File: src/rtl/count_capture_fifo.sv
// ---------------------------------------------------------------------------
// count_capture_fifo
//
// Purpose
//   Timestamp capture stage that sits directly after the free-running counter.
//   Counter wraps (overflow pulses) are tracked in an epoch register. Each
//   rising edge of the asynchronous cap_in input is synchronised, and the
//   stamp {epoch, count} is pushed into a DEPTH-entry FIFO. A consumer drains
//   the FIFO through a valid/ready handshake.
//
// Parameters
//   WIDTH    width of the count input (matches the upstream counter)
//   EPOCH_W  width of the overflow epoch counter
//   DEPTH    FIFO entries; power of two, >= 2
//
// Ports
//   clk        in   1               clock
//   rst_n      in   1               asynchronous active-low reset
//   count      in   WIDTH           counter value (registered upstream)
//   overflow   in   1               one-cycle wrap pulse (cycle where count==0)
//   cap_in     in   1               asynchronous capture event, rising edge
//   clr        in   1               synchronous clear, highest priority
//   cap_valid  out  1               FIFO head valid (== !empty)
//   cap_ready  in   1               consumer accepts the head entry
//   cap_data   out  EPOCH_W+WIDTH   head entry {epoch, count}; 0 when empty
//   full       out  1               FIFO holds DEPTH entries
//   empty      out  1               FIFO holds no entries
//   overrun    out  1               sticky flag: an event was dropped
//   drop_cnt   out  8               saturating count of dropped events
//
// Build option
//   CAPTURE_DROP_CNT_EN  when defined, drop_cnt counts dropped events and
//                        saturates at 8'hFF; when undefined, drop_cnt is
//                        tied to 8'h00 and no counter is built.
// ---------------------------------------------------------------------------
module count_capture_fifo #(
    parameter int WIDTH   = 8,
    parameter int EPOCH_W = 8,
    parameter int DEPTH   = 4
) (
    input  logic                     clk,
    input  logic                     rst_n,
    input  logic [WIDTH-1:0]         count,
    input  logic                     overflow,
    input  logic                     cap_in,
    input  logic                     clr,
    output logic                     cap_valid,
    input  logic                     cap_ready,
    output logic [EPOCH_W+WIDTH-1:0] cap_data,
    output logic                     full,
    output logic                     empty,
    output logic                     overrun,
    output logic [7:0]               drop_cnt
);

    localparam int DW = EPOCH_W + WIDTH;
    localparam int AW = $clog2(DEPTH);

    // -----------------------------------------------------------------------
    // Capture input synchroniser and rising-edge detector.
    // r_s1/r_s2 form the two-flop synchroniser; r_s3 remembers the previous
    // synchronised level so each rising edge produces a single-cycle event.
    // These flops are deliberately not touched by clr.
    // -----------------------------------------------------------------------
    logic r_s1;
    logic r_s2;
    logic r_s3;
    logic w_evt;

    always_ff @(posedge clk or negedge rst_n) begin
        if (!rst_n) begin
            r_s1 <= 1'b0;
            r_s2 <= 1'b0;
            r_s3 <= 1'b0;
        end else begin
            r_s1 <= cap_in;
            r_s2 <= r_s1;
            r_s3 <= r_s2;
        end
    end

    assign w_evt = r_s2 & ~r_s3;

    // -----------------------------------------------------------------------
    // Epoch tracking. When the event coincides with the wrap cycle the stamp
    // must carry the incremented epoch so that count==0 is paired with the
    // epoch it belongs to, not the one that just ended.
    // -----------------------------------------------------------------------
    logic [EPOCH_W-1:0] r_epoch;
    logic [EPOCH_W-1:0] w_epoch_inc;
    logic [EPOCH_W-1:0] w_stamp_epoch;
    logic [DW-1:0]      w_stamp;

    assign w_epoch_inc   = r_epoch + EPOCH_W'(1);
    assign w_stamp_epoch = overflow ? w_epoch_inc : r_epoch;
    assign w_stamp       = {w_stamp_epoch, count};

    always_ff @(posedge clk or negedge rst_n) begin
        if (!rst_n) begin
            r_epoch <= '0;
        end else if (clr) begin
            r_epoch <= '0;
        end else if (overflow) begin
            r_epoch <= w_epoch_inc;
        end
    end

    // -----------------------------------------------------------------------
    // FIFO control. The occupancy counter is one bit wider than the pointers
    // so full and empty are distinguishable; pointers wrap naturally because
    // DEPTH is a power of two.
    // -----------------------------------------------------------------------
    logic [AW-1:0] r_wr_ptr;
    logic [AW-1:0] r_rd_ptr;
    logic [AW:0]   r_occ;
    logic          r_overrun;
    logic          w_full;
    logic          w_empty;
    logic          w_pop;
    logic          w_push;
    logic          w_drop;

    assign w_empty = (r_occ == '0);
    assign w_full  = (r_occ == (AW+1)'(DEPTH));

    // A full FIFO that is popped in the same cycle still has room for the
    // incoming stamp, so the pop term is folded into the push qualifier.
    assign w_pop  = ~w_empty & cap_ready;
    assign w_push = w_evt & (~w_full | w_pop);
    assign w_drop = w_evt & w_full & ~w_pop;

    always_ff @(posedge clk or negedge rst_n) begin
        if (!rst_n) begin
            r_wr_ptr  <= '0;
            r_rd_ptr  <= '0;
            r_occ     <= '0;
            r_overrun <= 1'b0;
        end else if (clr) begin
            // clr discards any concurrent event, pop or overflow.
            r_wr_ptr  <= '0;
            r_rd_ptr  <= '0;
            r_occ     <= '0;
            r_overrun <= 1'b0;
        end else begin
            if (w_push) begin
                r_wr_ptr <= r_wr_ptr + AW'(1);
            end
            if (w_pop) begin
                r_rd_ptr <= r_rd_ptr + AW'(1);
            end
            if (w_push && !w_pop) begin
                r_occ <= r_occ + (AW+1)'(1);
            end else if (w_pop && !w_push) begin
                r_occ <= r_occ - (AW+1)'(1);
            end
            if (w_drop) begin
                r_overrun <= 1'b1;
            end
        end
    end

    // -----------------------------------------------------------------------
    // Entry storage. No reset on the array: an entry is only ever observed
    // after it has been written, and the output is forced to zero while the
    // FIFO is empty. The head is read combinationally from the read pointer
    // so a push into an empty FIFO appears one cycle later (no bypass).
    // -----------------------------------------------------------------------
    logic [DW-1:0] r_mem [DEPTH];

    always_ff @(posedge clk) begin
        if (w_push && !clr) begin
            r_mem[r_wr_ptr] <= w_stamp;
        end
    end

    assign cap_valid = ~w_empty;
    assign cap_data  = w_empty ? '0 : r_mem[r_rd_ptr];
    assign full      = w_full;
    assign empty     = w_empty;
    assign overrun   = r_overrun;

    // -----------------------------------------------------------------------
    // Optional dropped-event counter.
    // -----------------------------------------------------------------------
`ifdef CAPTURE_DROP_CNT_EN
    logic [7:0] r_drop_cnt;

    always_ff @(posedge clk or negedge rst_n) begin
        if (!rst_n) begin
            r_drop_cnt <= 8'h00;
        end else if (clr) begin
            r_drop_cnt <= 8'h00;
        end else if (w_drop && (r_drop_cnt != 8'hFF)) begin
            r_drop_cnt <= r_drop_cnt + 8'h01;
        end
    end

    assign drop_cnt = r_drop_cnt;
`else
    assign drop_cnt = 8'h00;
`endif

endmodule

File: config.mk
export PLATFORM = sky130hd
export DESIGN_NAME = count_capture_fifo
export DESIGN_NICKNAME = d
export VERILOG_FILES = /design/src/rtl/count_capture_fifo.sv
export SDC_FILE = /design/constraint.sdc
export NUM_CORES = 1
export LEC_CHECK = 0
export CAP_MARGIN = 20
export CORE_ASPECT_RATIO = 0.75
export CORE_MARGIN = 8
export CORE_UTILIZATION = 50
export CTS_BUF_LIST = sky130_fd_sc_hd__clkbuf_8
export DETAILED_ROUTE_END_ITERATION = 16
export PLACE_DENSITY = 0.73
export SLEW_MARGIN = 30
export SYNTH_ARGS = -nofsm -noshare
export SYNTH_HDL_FRONTEND = slang
export SYNTH_SLANG_ARGS = --single-unit
File: constraint.sdc
create_clock -name clk -period 2.2 [get_ports clk]
set_input_delay 0.66 -clock clk [delete_from_list [all_inputs] [get_ports clk]]
set_output_delay 0.66 -clock clk [all_outputs]
set_load 0.01 [all_outputs]
# Word-level counts from Yosys, hierarchy flattened
# Memory sizes are Yosys's and may differ from the RTL's.
# Cells that the tools add are included.
[op_classes]
eq_ne = 1
addsub = 5
bitwise_logic = 10
reduce_logical = 11
muxes = 14
[op_table]
columns = ["op", "n"]
rows = [
  ["$mux W16", 1],
  ["$mux W8", 2],
  ["$mux W3", 3],
  ["$add A8 B1 Y8 const B", 1],
  ["$mux W2", 4],
  ["$reduce_bool A2 Y1", 3],
  ["$and A1 B1 Y1", 5],
  ["$add A2 B1 Y2 const B", 2],
  ["$mux W1", 4],
  ["$not A1 Y1", 4],
  ["$add A3 B1 Y3 const B", 1],
  ["$eq A3 B3 Y1 const B", 1],
  ["$logic_and A1 B1 Y1", 3],
  ["$logic_not A1 Y1", 3],
  ["$logic_not A3 Y1", 1],
  ["$reduce_bool A3 Y1", 1],
  ["$sub A3 B1 Y3 const B", 1],
  ["$or A1 B1 Y1", 1],
]
[totals]
ff_bits = 19
wordCells = 50
mem_count = 1
ram_bits = 64
out_inout_bits = 28
[memory_table]
columns = ["memory", "words", "word_bits", "rd", "rd_clocked_by_memory_dff", "write_ports", "line", "text"]
rows = [
  ["r_mem", 4, 16, 1, 0, 1, "168", "logic [DW-1:0] r_mem [DEPTH];"],
]

# Longest topological paths before layout
[logic_depth]
depth_word = 10
mapped_depth = 7

# Worst setup path after synthesis
# OpenSTA, ideal clock, no wires.
[synth_timing]
path_kind = "flip-flop to flip-flop"
startpoint = "reg r_occ[1]"
endpoint = "reg r_occ[2]"
n_path_buf = 0
path_stages_with_launch = 8
arrival_time_ns = 1.897
setup_time_ns = 0.134
required_time_ns = 2.066
setup_slack_ns = 0.168
path_cell_list = "dfrtp_1 -> nor2_1 -> and2_1 -> nor2_1 -> fa_1 -> or3_1 -> a32oi_1 -> a21oi_1"
[synth_via]
word_cells_on_any_way = 17
cone_classes = "2 x add/sub; 1 x eq/ne; 3 x mux; 5 x bitwise; 6 x reduce/logical"
[synth_lines]
columns = ["element", "line", "text"]
rows = [
  ["start, declared", "115", "logic [AW:0] r_occ;"],
  ["start signal, assigned", "152", "r_occ <= r_occ + (AW+1)'(1);"],
  ["start signal, assigned", "154", "r_occ <= r_occ - (AW+1)'(1);"],
  ["$eq A3 B3 Y1 *", "124", "assign w_full = (r_occ == (AW+1)'(DEPTH));"],
  ["net full", "50", "output logic full,"],
  ["$not A1 Y1 *", "129", "assign w_push = w_evt & (~w_full | w_pop);"],
  ["$or A1 B1 Y1 *", "129", ""],
  ["$and A1 B1 Y1 *", "129", ""],
  ["$logic_and A1 B1 Y1 / $logic_not A1 Y1 (equally long branches)", "151, 153", ""],
  ["$mux W3 / $logic_and A1 B1 Y1 (equally long branches)", "151, 153", ""],
  ["$mux W3 / $reduce_bool A3 Y1 (equally long branches)", "n/a", ""],
]
# The timed path passes the listed nets; every way through them passes the cells marked *. The select of a mux whose other input is x is not followed.
# A chain may end at the register's enable or synchronous reset.

# Worst setup path after layout
[layout_timing]
startpoint = "reg r_rd_ptr[0]"
endpoint = "out cap_data[15]"
[layout_via]
elab_chain_cells = 2
[layout_lines]
columns = ["element", "line", "text"]
rows = [
  ["start, declared", "114", "logic [AW-1:0] r_rd_ptr;"],
  ["start signal, assigned", "149", "r_rd_ptr <= r_rd_ptr + AW'(1);"],
  ["$mem_v2 Z4 W16", "n/a", ""],
  ["$mux W16", "177", "assign cap_data = w_empty ? '0 : r_mem[r_rd_ptr];"],
  ["end, declared", "49", "output logic [EPOCH_W+WIDTH-1:0] cap_data,"],
]
# No other way between the ends.

==> flow_metrics.py <==
metrics = {
    "setup_path": {
        "crit_type": "reg2out",
        "slowest_delay_ns": 0.51,
        "cp_slowest_cell": "mux4_2",
        "ff2ff_path_depth": 8,
        "critPathLaunchType": "flop",
        "required_ns": 1.54,
        "cp-end-kind": "output pin",
        "crit_chain": "buf_12 > mux4_2 > and2_1 > buf_2",
        "ff2ff_setup_slack_ns": 0.13,
        "cp_data_arrival_time_ns": 1.72,
        "cp_max_fo": 8,
    },
    "power_and_ir_drop": {
        "leakage_nw": 1.71,
        "p_total_mw": 4.41,
        "irDropWorstVdd_uv": 532,
        "power_density_nw_per_um2": 1000,
    },
    "sta": {
        "finClkSkew_ns": 0.0112,
        "hold_violations": 0,
        "finalCriticalPeriod_ns": 2.38,
        "grt_setup_unrepaired": "yes",
        "worst_pin_slew_ns": 0.544,
        "relSlewSlack": 0.635,
        "setup_viol": 16,
        "final-max-slew-violation-count": 0,
        "fin_tns_setup_ns": -2.46,
        "final.setup.worst_slack_ns": -0.177,
        "max_freq_mhz": 421,
        "period_share": 1.08,
        "holdWs_ns": 0.359,
    },
    "logic_synthesis": {
        "synth-compound-area-share": 0.0173,
        "ys_types": 36,
        "synthMuxAreaShare": 0.119,
        "ys_seq_area_frac": 0.677,
        "syn_area_per_cell_um2": 16.8,
        "yosysWarnings": 0,
        "synth-xor-area-share": 0.0272,
        "synth_adder_area_share": 0.0233,
        "synth_top_family_by_area": "multiplexers",
        "synthCells": 211,
        "netlist.top_cell.by_area": "edfxtp_1",
        "syn-cell-area_um2": 3540,
        "synth_area_leaders": "edfxtp_1, dfrtp_1, mux4_1",
        "synth_simple_gate_area_share": 0.0947,
        "ys_ff_latch": 83,
        "synth_top_area_share": 0.543,
    },
    "grt": {
        "grt_pass1_vias": 1950,
        "grt_overflow_total": 0,
        "antenna_found_initial": 0,
        "grt_start_max_net_pins": 20,
        "grt_pass1_wl_mm": 9.97,
        "grtUsageTotal": 0.133,
    },
    "flow_run": {
        "cap_violations": 0,
    },
    "layout": {
        "nets": 294,
        "drive_gt1_frac": 0.337,
        "num_antenna_cells": 0,
        "synthToLayoutAreaGrowth_pct": 24.6,
        "fin_util": 0.646,
        "instances_no_fill": 363,
    },
    "route": {
        "viasPerCell": 5.23,
        "wirelength_mm": 6.38,
        "firstDrtPassIters": 4,
        "drt_iter0_markers": 151,
        "antenna_left": 0,
        "num_vias": 1897,
        "post_drt_wl_per_cell_um": 17.6,
        "post-route-drc-count": 0,
    },
    "clock_network": {
        "clock-sinks": 83,
        "h-tree-depth": 3,
        "clk_path_buf_depth": 2,
        "cts_root_buffer": "clkbuf_8",
        "clk_pin_slew_ns": 0.08,
        "cts_tree": "built",
        "clk_latency_ns": 0.36,
        "cts_buffers": 9,
    },
    "worst_hold_path": {
        "hp-class": "reg2reg",
        "min_path_cells": 0,
    },
    "die": {
        "fp.dieW_um": 113,
        "start_util": 0.518,
        "die_h_um": 88.9,
        "die-area_um2": 10100,
        "rows": 26,
        "core_um2": 6830,
        "pin_count": 42,
    },
    "status": {
        "violations": "setup timing",
        "status": "complete, but fails checks",
    },
    "placed_design": {
        "dpl.cell_count": 342,
        "dp_hpwl_mm": 4.05,
        "gp_congestion": 0.817,
        "io_buffers": 33,
    },
}
[power breakdown]
part	switching, mW	internal, mW	total (mW)
logic	0.602	0.859	1.46
clock network	0.535	0.636	1.17
registers	0.0385	1.74	1.78
[per-layer routing]
metal | track usage | part of all wire | routed length, µm
met5 | 0 | 0 | 0
met4 | 0.0361 | 0.010 | 65
met3 | 0.0607 | 0.073 | 465
met2 | 0.220 | 0.46 | 2940
met1 | 0.154 | 0.46 | 2910
[cells by family (layout without fill, tap and decap cells)]
kind of cell,Yosys count,count (layout)
other cells,1,8
mux,19,19
simple gates,59,59
xor+xnor,11,11
fa+ha+maj,6,6
compound gates,9,9
buf+inv,23,84
flops,83,83
[flip-flops by register name, summed over array words and instances (netlist names)]
signal,cells
r_epoch,8
r_s2,1
r_rd_ptr,2
overrun,1
r_s3,1
r_occ,3
r_s1,1
r_wr_ptr,2
r_mem,64
[critical path, delay by kind of cell, from the launching register on]
kind | cells | cell delay [ns]
buf+inv | 2 | 0.29
flops | 1 | 0.43
mux | 1 | 0.51
simple gates | 1 | 0.15
[per-stage QoR]
stage               setup WS, ns  instance area (µm²)
floorplan                  0.168                 3570
finish                    -0.177                 4410
global route              -0.245                 4410
global placement          -0.268                 4130
detailed placement        -0.344                 4130
CTS                       -0.267                 4330
[Yosys cell counts]
cell / count
and2b_4: 1
nand3_1: 4
inv_1: 7
mux4_2: 8
conb_1: 1
a31o_2: 1
xnor2_1: 6
dfrtp_1: 19
a21oi_1: 1
or3_1: 2
o21ai_0: 1
a31oi_1: 1
o21ai_1: 1
nand4_1: 1
nand2_1: 6
nor2_1: 12
nand4_2: 1
nand2b_1: 1
ha_1: 5
o31ai_1: 1
buf_2: 3
mux2_2: 1
mux2i_1: 2
or3b_1: 1
a21o_1: 2
a32oi_1: 1
and2_1: 29
buf_6: 1
edfxtp_1: 64
fa_1: 1
clkbuf_1: 3
mux4_1: 8
buf_12: 1
nor3_2: 1
xor2_1: 5
buf_4: 8
[final cells by class]
| class | count | area [µm²] |
|---|---|---|
| fillers | 500 | 2420 |
| flip-flops and latches | 83 | 2400 |
| multi-input cells | 112 | 1030 |
| repair buffers | 61 | 642 |
| clock buffers | 9 | 124 |
| well taps | 84 | 105 |
| clock inverters | 7 | 90.1 |
| inverters | 7 | 28.8 |
[repair_timing]
action	in CTS	in global routing
setup endpoints to repair	19	20
setup buffers	3	0
resized for setup	87	28
pin swaps	12	6
hold buffers	0	0
gates cloned	1	3
[path summary, 6_finish.rpt]
path	start	end
max in group asynchronous	rst_n	r_rd_ptr[0]
worst min register to register	r_s1	r_s2
worst max register to register	r_occ[1]	r_occ[2]
worst min-delay path	r_s1	r_s2
worst max-delay path	r_rd_ptr[0]	cap_data[15]
min in group asynchronous	rst_n	r_epoch[5]
[layout by cell type (no fill, tap or decap), drive strengths merged, types with 4 or more instances in the layout]
cell,instances
clkdlybuf4s50,14
buf,44
edfxtp,64
nor2,12
conb,8
and2,29
nand3,4
inv,10
xor2,5
nand2,6
mux4,16
ha,5
dfrtp,19
clkbuf,12
xnor2,6
(Power assumes the default switching activity.)
